===== config.mk =====
export PLATFORM = sky130hd
export DESIGN_NAME = matmul_engine
export DESIGN_NICKNAME = d
export VERILOG_FILES = /design/src/rtl/matmul_engine.sv
export SDC_FILE = /design/constraint.sdc
export NUM_CORES = 1
export LEC_CHECK = 0
export ABC_AREA = 0
export ABC_CLOCK_PERIOD_IN_PS = 11200
export CORE_MARGIN = 3
export CORE_UTILIZATION = 55
export DETAILED_ROUTE_END_ITERATION = 6
export DONT_BUFFER_PORTS = 1
export PLACE_DENSITY = 0.67
export SYNTH_ARGS = -nofsm -noshare
export SYNTH_HDL_FRONTEND = slang
export SYNTH_SLANG_ARGS = --single-unit
export TNS_END_PERCENT = 1

===== constraint.sdc =====
create_clock -name clk_i -period 11.2 [get_ports clk_i]
set_input_delay 1.12 -clock clk_i [delete_from_list [all_inputs] [get_ports clk_i]]
set_output_delay 1.12 -clock clk_i [all_outputs]
set_load 0.01 [all_outputs]

===== src/rtl/matmul_engine.sv =====
// ---------------------------------------------------------------------------
// matmul_engine
//
// Sequential signed matrix multiply, C = A x B, one multiply-accumulate per
// clock. Operands are read live from the flattened operand-memory outputs;
// each finished C element is emitted through a single registered write port.
//
// Optional feature macro: MATMUL_SAT_EN
//   defined   - results saturate to the signed RES_WIDTH range, ovf_o is a
//               sticky "some element saturated" flag cleared by the next start
//   undefined - results wrap (low RES_WIDTH bits), ovf_o tied to 0
//
// Ports
//   clk_i       clock, rising edge
//   rst_n_i     asynchronous active-low reset
//   start_i     one-cycle start request, honoured only in IDLE
//   n_dim_i     rows of A minus 1
//   k_dim_i     cols of A / rows of B minus 1
//   m_dim_i     cols of B minus 1
//   mat_a_i     flat A, element (r,c) at [(r*MAX_DIM+c)*DATA_WIDTH +: DATA_WIDTH]
//   mat_b_i     flat B, same packing
//   busy_o      high from the cycle after an accepted start until done_o
//   done_o      one-cycle completion pulse
//   res_we_o    result write strobe, one cycle per C element
//   res_addr_o  result address, i*MAX_DIM + j
//   res_data_o  signed result element
//   ovf_o       sticky overflow flag (saturation build only)
// ---------------------------------------------------------------------------
module matmul_engine #(
    parameter int DATA_WIDTH = 8,
    parameter int MAX_DIM    = 4,
    parameter int RES_WIDTH  = 16
) (
    input  logic                                    clk_i,
    input  logic                                    rst_n_i,
    input  logic                                    start_i,
    input  logic [$clog2(MAX_DIM)-1:0]              n_dim_i,
    input  logic [$clog2(MAX_DIM)-1:0]              k_dim_i,
    input  logic [$clog2(MAX_DIM)-1:0]              m_dim_i,
    input  logic [DATA_WIDTH*MAX_DIM*MAX_DIM-1:0]   mat_a_i,
    input  logic [DATA_WIDTH*MAX_DIM*MAX_DIM-1:0]   mat_b_i,
    output logic                                    busy_o,
    output logic                                    done_o,
    output logic                                    res_we_o,
    output logic [2*$clog2(MAX_DIM)-1:0]            res_addr_o,
    output logic [RES_WIDTH-1:0]                    res_data_o,
    output logic                                    ovf_o
);
    localparam int DIM_W  = $clog2(MAX_DIM);
    localparam int PROD_W = 2 * DATA_WIDTH;
    // K+1 <= MAX_DIM products of PROD_W bits never exceed PROD_W + DIM_W bits
    localparam int ACC_W  = PROD_W + DIM_W;
    localparam int N_ELEM = MAX_DIM * MAX_DIM;

    typedef enum logic [1:0] {S_IDLE, S_MAC, S_WRITE, S_DONE} state_t;

    state_t                   state_q, state_d;
    logic [DIM_W-1:0]         n_q, n_d, kdim_q, kdim_d, m_q, m_d;
    logic [DIM_W-1:0]         i_q, i_d, j_q, j_d, k_q, k_d;
    logic signed [ACC_W-1:0]  acc_q, acc_d, acc_sum;
    logic                     busy_q, busy_d, done_q, done_d, we_q, we_d;
    logic [2*DIM_W-1:0]       addr_q, addr_d;
    logic [RES_WIDTH-1:0]     data_q, data_d, res_val;

    // Unpack the flat operand buses so elements can be indexed by {row, col}
    logic signed [DATA_WIDTH-1:0] a_elem [N_ELEM];
    logic signed [DATA_WIDTH-1:0] b_elem [N_ELEM];

    genvar gi;
    generate
        for (gi = 0; gi < N_ELEM; gi++) begin : g_unpack
            assign a_elem[gi] = mat_a_i[gi*DATA_WIDTH +: DATA_WIDTH];
            assign b_elem[gi] = mat_b_i[gi*DATA_WIDTH +: DATA_WIDTH];
        end
    endgenerate

    // MAX_DIM is a power of two, so {row, col} equals row*MAX_DIM + col
    logic signed [PROD_W-1:0] prod;
    assign prod    = a_elem[{i_q, k_q}] * b_elem[{k_q, j_q}];
    // The k=0 term loads instead of adding, so no separate clear cycle is needed
    assign acc_sum = (k_q == '0) ? ACC_W'(prod) : acc_q + ACC_W'(prod);

`ifdef MATMUL_SAT_EN
    localparam int EXT_W = (ACC_W > RES_WIDTH) ? ACC_W : RES_WIDTH;
    localparam logic signed [EXT_W-1:0] RES_MAX =
        {{(EXT_W-RES_WIDTH+1){1'b0}}, {(RES_WIDTH-1){1'b1}}};
    localparam logic signed [EXT_W-1:0] RES_MIN =
        {{(EXT_W-RES_WIDTH+1){1'b1}}, {(RES_WIDTH-1){1'b0}}};

    logic signed [EXT_W-1:0] acc_ext;
    logic                    sat_hit;
    logic                    ovf_q, ovf_d;

    always_comb begin
        acc_ext = EXT_W'(acc_sum);
        sat_hit = 1'b0;
        res_val = acc_ext[RES_WIDTH-1:0];
        if (acc_ext > RES_MAX) begin
            res_val = RES_MAX[RES_WIDTH-1:0];
            sat_hit = 1'b1;
        end else if (acc_ext < RES_MIN) begin
            res_val = RES_MIN[RES_WIDTH-1:0];
            sat_hit = 1'b1;
        end
    end
    assign ovf_o = ovf_q;
`else
    assign res_val = RES_WIDTH'(acc_sum);
    assign ovf_o   = 1'b0;
`endif

    always_comb begin
        state_d = state_q;
        n_d     = n_q;
        kdim_d  = kdim_q;
        m_d     = m_q;
        i_d     = i_q;
        j_d     = j_q;
        k_d     = k_q;
        acc_d   = acc_q;
        busy_d  = busy_q;
        done_d  = 1'b0;
        we_d    = 1'b0;
        addr_d  = addr_q;
        data_d  = data_q;
`ifdef MATMUL_SAT_EN
        ovf_d   = ovf_q;
`endif
        case (state_q)
            S_IDLE: begin
                if (start_i) begin
                    n_d     = n_dim_i;
                    kdim_d  = k_dim_i;
                    m_d     = m_dim_i;
                    i_d     = '0;
                    j_d     = '0;
                    k_d     = '0;
                    busy_d  = 1'b1;
`ifdef MATMUL_SAT_EN
                    ovf_d   = 1'b0;
`endif
                    state_d = S_MAC;
                end
            end
            S_MAC: begin
                acc_d = acc_sum;
                if (k_q == kdim_q) begin
                    // Register the finished element so it is presented
                    // together with the strobe during the WRITE cycle
                    we_d    = 1'b1;
                    addr_d  = {i_q, j_q};
                    data_d  = res_val;
`ifdef MATMUL_SAT_EN
                    ovf_d   = ovf_q | sat_hit;
`endif
                    state_d = S_WRITE;
                end else begin
                    k_d = k_q + 1'b1;
                end
            end
            S_WRITE: begin
                k_d = '0;
                if (i_q == n_q && j_q == m_q) begin
                    busy_d  = 1'b0;
                    done_d  = 1'b1;
                    state_d = S_DONE;
                end else begin
                    if (j_q == m_q) begin
                        j_d = '0;
                        i_d = i_q + 1'b1;
                    end else begin
                        j_d = j_q + 1'b1;
                    end
                    state_d = S_MAC;
                end
            end
            S_DONE: begin
                state_d = S_IDLE;
            end
            default: begin
                state_d = S_IDLE;
            end
        endcase
    end

    always_ff @(posedge clk_i or negedge rst_n_i) begin
        if (!rst_n_i) begin
            state_q <= S_IDLE;
            n_q     <= '0;
            kdim_q  <= '0;
            m_q     <= '0;
            i_q     <= '0;
            j_q     <= '0;
            k_q     <= '0;
            acc_q   <= '0;
            busy_q  <= 1'b0;
            done_q  <= 1'b0;
            we_q    <= 1'b0;
            addr_q  <= '0;
            data_q  <= '0;
`ifdef MATMUL_SAT_EN
            ovf_q   <= 1'b0;
`endif
        end else begin
            state_q <= state_d;
            n_q     <= n_d;
            kdim_q  <= kdim_d;
            m_q     <= m_d;
            i_q     <= i_d;
            j_q     <= j_d;
            k_q     <= k_d;
            acc_q   <= acc_d;
            busy_q  <= busy_d;
            done_q  <= done_d;
            we_q    <= we_d;
            addr_q  <= addr_d;
            data_q  <= data_d;
`ifdef MATMUL_SAT_EN
            ovf_q   <= ovf_d;
`endif
        end
    end

    assign busy_o     = busy_q;
    assign done_o     = done_q;
    assign res_we_o   = we_q;
    assign res_addr_o = addr_q;
    assign res_data_o = data_q;

endmodule


==> run_results.csv, run 1 <==
group,metric,value,unit
setup_path,cp-endpoint,"acc_q[15]",
die,rows,41,
cells_and_area,final_nets,1132,
cts,root_buffer,"clkbuf_16",
setup_path,critical_path_depth,25,
die,die_h,122,um
detailed_routing,antenna_left,0,
cells_and_area,instances_no_fill,955,
place,dp.cells,931,
timing,hold_viol,0,
cts,clock_path_buffers,2,
setup_path,reg2reg_from,"k_q[1]",
grt,met3_usage,11.6,%
setup_path,reg2reg_slack,2520,ps
grt,grt_usage,33.8,%
cts,cts-resized-gates,0,
cts,clock_latency,310,ps
yosys,synth_ff_type,"dfrtp_1",
detailed_routing,drc,0,
grt,use_met1,45.5,%
die,start_util,57.6,%
timing,setup_viol,0,
place,dpl_cell_area,0.00749,sq mm
timing,fmax,115,MHz
grt,grt_max_degree,54,
grt,grt.busiest_layer,"met2",
cts,post_cts_buffers,0,
timing,rsz0062_at_grt,"no",
grt,grt_pass1_wl,36700,um
yosys,synth_area,0.00742,sq mm
setup_path,path_common_cell,"fa_1",
setup_path,slowest_stage,"dfrtp_2",
setup_path,arrival,8870,ps
place,gp_congestion,0.965,
cells_and_area,stdcell_area,0.00768,sq mm
detailed_routing,vias_per_cell,6.52,
timing,fin_crit,8680,ps
grt,antenna_found_initial,30,
run_status,status,"finished clean",
yosys,synth_cells,790,
detailed_routing,num_vias,6229,
setup_path,critPathKind,"flip-flop to flip-flop",
cts,cts_tree,"built",
timing,fin_crit_sh,77.5,%
grt,grt_util_met2,52.1,%
cts,cts-buffers-inserted,5,
setup_path,crit_family,"adder cells",
detailed_routing,firstDrtPassIters,6,
place,dp_hpwl,21400,um
die,io_pins,289,
die,core-area,0.0129,sq mm
setup_path,r2r_cells,25,
setup_path,start_kind,"flip-flop",
setup_path,critPathMaxStageDelay,910,ps
yosys,ys_seq_area_share,17.9,%
grt,grt_pass1_vias,5986,
cts,ctsHoldBuffers,0,
cts,cts.clk_slew.worst_paths,80,ps
cts,clock-sinks,53,
setup_path,crit_fanout,42,
yosys,synth_nets,1156,
die,die-area,0.0149,sq mm
timing,drv_slew,0,
setup_path,end_kind,"flip-flop",
setup_path,crit_buf_inv,4,
yosys,ys_ff_latch,53,
detailed_routing,wl_per_cell,26.3,um
detailed_routing,routed_wl,25100,um
cells_and_area,layout_common_cells,"nand2_1 (96), nor2_1 (90), inv_1 (87)",
timing,fin_skew,11.4,ps
cells_and_area,areaGrowthSynthToFinish,3.49,%
setup_path,critPathLaunch,"k_q[1]",
place,port_buffers,0,
yosys,yosysWarnings,0,
timing,tns,0,ps
cts,cts_max_level,2,
min_path,min_path_type,"flip-flop to flip-flop",
yosys,synth_edf_count,0,
timing,max_slew_margin,24.8,%
setup_path,required,11390,ps
setup_path,worstReg2RegEnd,"acc_q[15]",
die,die_x,122,um
cells_and_area,layout_commonest_cell,"nand2_1",
detailed_routing,initialDrtViolationCount,452,
job,maxCapViolCount,0,
timing,worst_pin_slew,1130,ps
yosys,synthArstFlopShare,100,%
cells_and_area,drive_gt1_share,14.9,%
grt,grt_overflow,0,
yosys,avgSynthCellArea,9.39,sq um
yosys,yosysUniqueCellTypes,56,
[routing by layer]
metal  routed length, um  up-vias
li1                    -     2711
met1                9510     3059
met2               12100      359
met3                2620       82
met4                 791       18
met5                 102        -
[sequential cells by signal, summed over array words and instances (netlist names), 2 cells and up]
name        flops
m_q             2
i_q             2
n_q             2
j_q             2
acc_q          16
res_data_o     16
state_q         2
res_addr_o      4
k_q             2
kdim_q          2
[layout make-up]
class | instances | area [sq um]
inverter | 90 | 338
sequential | 53 | 1330
clock inverter | 3 | 21.3
timing repair buffer | 5 | 37.5
clock buffer | 5 | 125
tap | 172 | 215
fill | 1120 | 5200
antenna | 16 | 40.0
multi-input combinational | 611 | 5570
[Yosys cell counts, drive strengths merged, types with 3 or more instances]
library cell / count / area [sq um]
and3: 6 / 42.5
or2: 11 / 68.8
fa: 56 / 1120
ha: 45 / 563
mux2i: 7 / 70.1
o21ai: 57 / 300
or4: 3 / 27.5
o21a: 5 / 37.5
xnor2: 18 / 158
nor2b: 9 / 56.3
nor3: 7 / 35.0
nor4: 3 / 18.8
nand3: 24 / 120
or3: 4 / 25.0
mux2: 13 / 146
a21oi: 29 / 153
o31ai: 6 / 45.0
nor2: 90 / 338
inv: 88 / 330
a211oi: 5 / 37.5
dfrtp: 53 / 1330
a21o: 9 / 67.6
a31oi: 4 / 25.0
nand2: 96 / 360
clkbuf: 15 / 56.3
xor2: 11 / 96.3
buf: 21 / 128
nand2b: 7 / 43.8
mux4: 64 / 1440
[kinds of logic (layout without fill, tap and decap cells)]
logic type | count (synthesis) | count (layout) | share of synthesized area (%)
buffers and inverters | 126 | 103 | 7.03
adders and majority gates | 101 | 101 | 22.7
xor gates and xnor gates | 29 | 29 | 3.42
and+or+nand+nor | 268 | 268 | 16.1
DFF | 53 | 53 | 17.9
other | 1 | 17 | 0.0506
muxes | 84 | 84 | 22.4
AOI/OAI and AO/OA | 128 | 128 | 10.5
[worst min path at each step]
stage / startpoint / endpoint / slack (ps) / cells after the start
final: acc_q[14] / acc_q[14] / 490 / 2
after global routing: rst_n_i / res_data_o[10] / 490 / 0
after CTS: rst_n_i / res_data_o[10] / 500 / 0
after detailed placement: acc_q[14] / acc_q[14] / 480 / 2
after global placement: acc_q[3] / acc_q[3] / 470 / 2
after floorplan: acc_q[8] / acc_q[8] / 460 / 2
[stage by stage]
stage | util, % | setup WS [ps] | hold slack, ps
3_5_place_dp | 58.2 | 2610 | 483
3_3_place_gp | 58.2 | 2820 | 471
2_1_floorplan | - | 3620 | 455
6_report | 59.6 | 2520 | 494
5_1_grt | 59.5 | 1840 | 495
4_1_cts | 59.3 | 2580 | 497
[worst register-to-register path, cell delays in order (launching register included)]
cell and delay (ps):
dfrtp_2 910, clkinv_1 910, nor2_1 300, nor2_1 80
o21ai_1 600, or2_2 250, fa_1 450, fa_1 540
inv_1 50, fa_1 540, inv_1 60, fa_1 530
inv_1 40, ha_1 330, a21oi_1 270, o21ai_0 190
and3_1 200, or4_1 530, ha_1 210, a211oi_1 310
a211oi_1 150, a21oi_2 120, nor2_1 60, or4_4 570
and3_4 200, o31ai_1 200
Power of run 1 is not shown: default switching activity piles up to over one toggle a cycle in this logic, so the estimate is an artifact.
==> run 2: changes to the inputs <==
ABC_CLOCK_PERIOD_IN_PS = 7500   (was 11200)
PLACE_DENSITY = 0.7   (was 0.67)
clock period = 7.5 ns   (was 11.2 ns; I/O delays follow)
==> run 2 against run 1 <==
  * Sequential share of layout area down 1.3 points
  * Flip-flop and latch count unchanged
  * Global-route usage up 0.80 points
  * Highest routed layer unchanged
  * Worst setup slack worse by 2300 ps
  * Register-to-register slack worse by 2300 ps
  * Wire length up 5.0%
  * Critical path type unchanged
  * Die area unchanged
  * Hold slack worse by 360 ps
  * Design area up 8.4%
==> run_results.csv, run 2 (synthesis results as in run 1) <==
group,metric,value,unit
grt,grt_usage,34.6,%
cells_and_area,post-route-util,64.6,%
place,gp_congestion,0.984,
detailed_routing,firstDrtPassIters,7,
cts,cts.clk_slew.worst_paths,80,ps
cells_and_area,final_nets,1180,
grt,grt_pass1_wl,37500,um
detailed_routing,antenna_left,0,
timing,tns,0,ps
die,die_x,122,um
timing,fmax,138,MHz
detailed_routing,initialDrtViolationCount,517,
cts,cts_max_level,2,
job,maxCapViolCount,0,
die,core-area,0.0129,sq mm
timing,hold_viol,0,
die,die-area,0.0149,sq mm
grt,grt_overflow,0,
cells_and_area,instances_no_fill,1012,
cts,clock_path_buffers,2,
cts,clock_latency,300,ps
cells_and_area,drive_gt1_share,22.7,%
detailed_routing,vias_per_cell,6.28,
setup_path,worstReg2RegEnd,"acc_q[15]",
setup_path,reg2reg_from,"k_q[0]",
setup_path,r2r_cells,27,
timing,fin_crit,7230,ps
grt,grt_max_degree,54,
timing,drv_slew,0,
run_status,status,"finished clean",
grt,grt_pass1_vias,6282,
setup_path,crit_fanout,13,
setup_path,reg2reg_slack,270,ps
place,port_buffers,0,
die,die_h,122,um
setup_path,start_kind,"flip-flop",
grt,antenna_found_initial,34,
detailed_routing,drc,0,
timing,fin_crit_sh,96.4,%
die,rows,41,
setup_path,required,7710,ps
timing,fin_skew,7.05,ps
detailed_routing,num_vias,6360,
cts,root_buffer,"clkbuf_16",
detailed_routing,routed_wl,26400,um
die,start_util,57.6,%
grt,grt_util_met2,53.0,%
detailed_routing,wl_per_cell,26.0,um
grt,use_met1,41.4,%
timing,max_slew_margin,19.0,%
setup_path,critPathKind,"flip-flop to flip-flop",
cts,cts_tree,"built",
timing,worst_pin_slew,1210,ps
die,io_pins,289,
cells_and_area,areaGrowthSynthToFinish,12.1,%
setup_path,slowest_stage,"fa_1",
setup_path,arrival,7440,ps
timing,rsz0062_at_grt,"yes",
cells_and_area,layout_commonest_cell,"nand2_1",
timing,setup_viol,0,
setup_path,critPathMaxStageDelay,580,ps
timing,worst_hold_slack,137,ps
grt,met3_usage,14.9,%
grt,grt.busiest_layer,"met2",
min_path,min_path_type,"input port to async pin",
cells_and_area,layout_common_cells,"nand2_1 (95), nor2_1 (90), inv_1 (86)",
place,dp.cells,966,
place,dp_hpwl,22400,um
setup_path,end_kind,"flip-flop",
cts,clock-sinks,53,
cts,cts-buffers-inserted,5,
run 2: cell types whose count changed in the layout (fill, tap and decap cells not counted), moves of 3 or more:
cell	before	now
buf_4	5	43
diode_2	16	25
buf_12	0	8
a21oi_1	27	22
a21oi_2	2	7
o21ai_2	4	7
run 2: worst max-delay path: cells and delay by family, from the launching register on:
kind | cells | cell delay, ps
AO/OA/AOI/OAI | 5 | 730
adder cells (fa/ha/maj) | 6 | 2620
buffers and inverters | 5 | 620
flip-flops | 1 | 490
multiplexers | 1 | 520
AND/OR/NAND/NOR | 10 | 2150
run 2: worst max-delay path by stage:
stage                           start        endpoint  slack (ps)  cells past startpoint
after detailed placement  mat_a_i[15]       acc_q[15]          20                     26
after global routing           k_q[0]  res_data_o[15]         -40                     31
final                          k_q[0]       acc_q[15]         270                     27
after floorplan           mat_a_i[59]  res_data_o[15]         290                     25
after global placement         k_q[0]       acc_q[15]         110                     27
after CTS                      k_q[0]       acc_q[15]          50                     27
run 2: layout make-up:
type,instances,area [sq um]
clock inverter,3,21.3
timing repair buffer,53,533
tap,172,215
multi-input combinational,611,5690
sequential,53,1330
antenna,25,62.6
fill,1094,4560
clock buffer,5,125
inverter,90,342
run 2: what timing repair did:
item / 4_1_cts / 5_1_grt
endpoints found under the setup margin: 1 / 4
pin swaps: 0 / 9
cloned: 0 / 2
hold buffers: 0 / 0
buffers inserted: 0 / 11
gates resized for setup: 1 / 29
run 2: per-layer routing:
metal	routed length [um]	up-vias	share of wire (%)
met1	9740	3091	37
met3	2840	76	11
met4	1380	10	5.2
met2	12300	365	47
met5	63	-	0.24
li1	-	2818	-
run 2: per-stage QoR:
step / worst slack [ps] / area, sq um
2_1_floorplan: 288 / 7420
3_3_place_gp: 109 / 7850
3_5_place_dp: 18.5 / 7850
4_1_cts: 50.7 / 8000
5_1_grt: -42.7 / 8310
6_report: 268 / 8320
Power of run 2 is left out for the same reason.
==> run 3: changes to the inputs <==
CELL_PAD_IN_SITES_DETAIL_PLACEMENT = 1   (was default)
CELL_PAD_IN_SITES_GLOBAL_PLACEMENT = 1   (was default)
CORE_UTILIZATION = 44   (was 55)
PLACE_DENSITY = 0.76   (was 0.7)
==> run 3 against run 2 <==
  * First-iteration DRC count fell by 26%
  * Core utilization is 11 points lower
  * Worst setup slack worse by 68 ps
==> run_results.csv, run 3 (synthesis results as in run 1) <==
group,metric,value,unit
cts,ctsHoldBuffers,0,
timing,fin_crit,7300,ps
grt,grt_usage,29.0,%
timing,max_slew_margin,31.7,%
cts,cts.clk_slew.worst_paths,70,ps
die,core-area,0.0162,sq mm
job,maxCapViolCount,0,
cells_and_area,stdcell_area,0.00860,sq mm
detailed_routing,routed_wl,27800,um
timing,fin_skew,5.62,ps
place,port_buffers,0,
cells_and_area,final_nets,1200,
die,io_pins,289,
cts,clock_latency,300,ps
setup_path,arrival,7510,ps
timing,hold_viol,0,
setup_path,crit_buf_inv,3,
min_path,min_path_type,"input port to async pin",
detailed_routing,initialDrtViolationCount,382,
setup_path,crit_family,"adder cells",
cts,clock-sinks,53,
die,die_x,136,um
cts,cts_tree,"built",
grt,antenna_found_initial,30,
setup_path,critPathLaunch,"j_q[0]",
cts,cts_max_level,2,
die,die-area,0.0185,sq mm
setup_path,end_kind,"flip-flop",
detailed_routing,routed.top_layer,"met5",
detailed_routing,wl_met2,13400,um
timing,rsz0062_at_grt,"yes",
detailed_routing,dr_wl_met3,2920,um
cts,clock_path_buffers,2,
timing,tns,0,ps
grt,grt_pass1_wl,39800,um
timing,drv_slew,0,
grt,grt_pass1_vias,6713,
run_status,status,"finished clean",
cts,root_buffer,"clkbuf_16",
detailed_routing,vias_per_cell,6.09,
setup_path,required,7710,ps
die,die_h,136,um
place,dp_hpwl,23700,um
place,dpl_cell_area,0.00799,sq mm
place,dp.cells,1023,
detailed_routing,wl_met1,10700,um
cells_and_area,layout_commonest_cell,"nand2_1",
setup_path,critPathMaxStageDelay,650,ps
setup_path,slowest_stage,"or4_2",
timing,fin_crit_sh,97.3,%
setup_path,reg2reg_from,"j_q[0]",
die,rows,46,
die,start_util,45.9,%
detailed_routing,num_vias,6482,
grt,grt_max_degree,54,
setup_path,critPathKind,"flip-flop to flip-flop",
cells_and_area,drive_gt1_share,25.9,%
detailed_routing,wl_per_cell,26.1,um
cells_and_area,areaGrowthSynthToFinish,16.0,%
timing,worst_pin_slew,1020,ps
detailed_routing,antenna_left,0,
cts,cts-buffers-inserted,5,
setup_path,start_kind,"flip-flop",
detailed_routing,drc,0,
grt,grt_overflow,0,
setup_path,crit_fanout,15,
timing,fmax,137,MHz
detailed_routing,firstDrtPassIters,5,
timing,setup_viol,0,
cells_and_area,instances_no_fill,1065,
place,gp_congestion,1.04,
cells_and_area,layout_common_cells,"nand2_1 (96), nor2_1 (89), inv_1 (87)",
==> run 3: changes by cell type in the layout (fill, tap and decap cells not counted), sizes merged <==
cell / delta
buf: +19
diode: -11
clkbuf: +2
clkinvlp: -2
clkinv: +1
==> run 3: worst register-to-register path, stage by stage (launching register included) <==
cell and delay [ps]:
dfrtp_2 420, buf_12 190, mux4_2 520, nor2_1 200
nor2_1 110, o21ai_2 320, nor2_1 150, fa_1 440
fa_1 570, inv_1 60, fa_1 470, fa_1 560
inv_1 40, ha_1 300, a21o_1 170, a21oi_2 190
o21ai_2 100, and3_1 190, or4_4 550, ha_4 290
nor2_1 60, or4_2 650, a21oi_4 170, o31ai_1 130
and3_4 220, o31ai_2 160
==> run 3: final timing paths <==
| check | end | slack [ps] | cells past startpoint |
|---|---|---|---|
| setup / recovery | acc_q[15] | 200 | 25 |
| hold / removal | n_q[0] | 140 | 0 |
| setup reg to reg | acc_q[15] | 200 | 25 |
| hold reg to reg | acc_q[13] | 500 | 2 |
| max in group asynchronous | res_data_o[2] | 7260 | 0 |
| min in group clk_i | acc_q[13] | 500 | 2 |
==> run 3: layer usage <==
layer  track usage, %  up-vias
li1                 -     2840
met1             36.7     3254
met2             45.4      297
met3             14.2       65
met4             6.10       26
met5                0        -
==> run 3: timing repair <==
item / CTS / global route
resized for setup: 7 / 41
cloned: 0 / 3
pin swaps: 0 / 9
setup endpoints to repair: 4 / 7
buffers inserted: 0 / 17
hold endpoints to repair: 0 / 0
==> run 3: stage by stage <==
step / hold WS [ps] / utilization (%) / worst slack, ps
finish: 137 / 53.2 / 200
global placement: 456 / 49.4 / -27.1
global route: 123 / 53.1 / -75.6
CTS: 133 / 50.5 / 15.4
detailed placement: 456 / 49.4 / -219
floorplan: 454 / - / 288
==> run 3: layout make-up <==
class / instances / area [sq um]
clock buffers: 6 / 139
diodes: 14 / 35.0
fillers: 1824 / 7570
repair buffers: 73 / 712
multi-input cells: 611 / 5770
inverters: 90 / 338
well taps: 216 / 270
clock inverters: 2 / 13.8
flip-flops and latches: 53 / 1330
Power of run 3 is left out for the same reason.
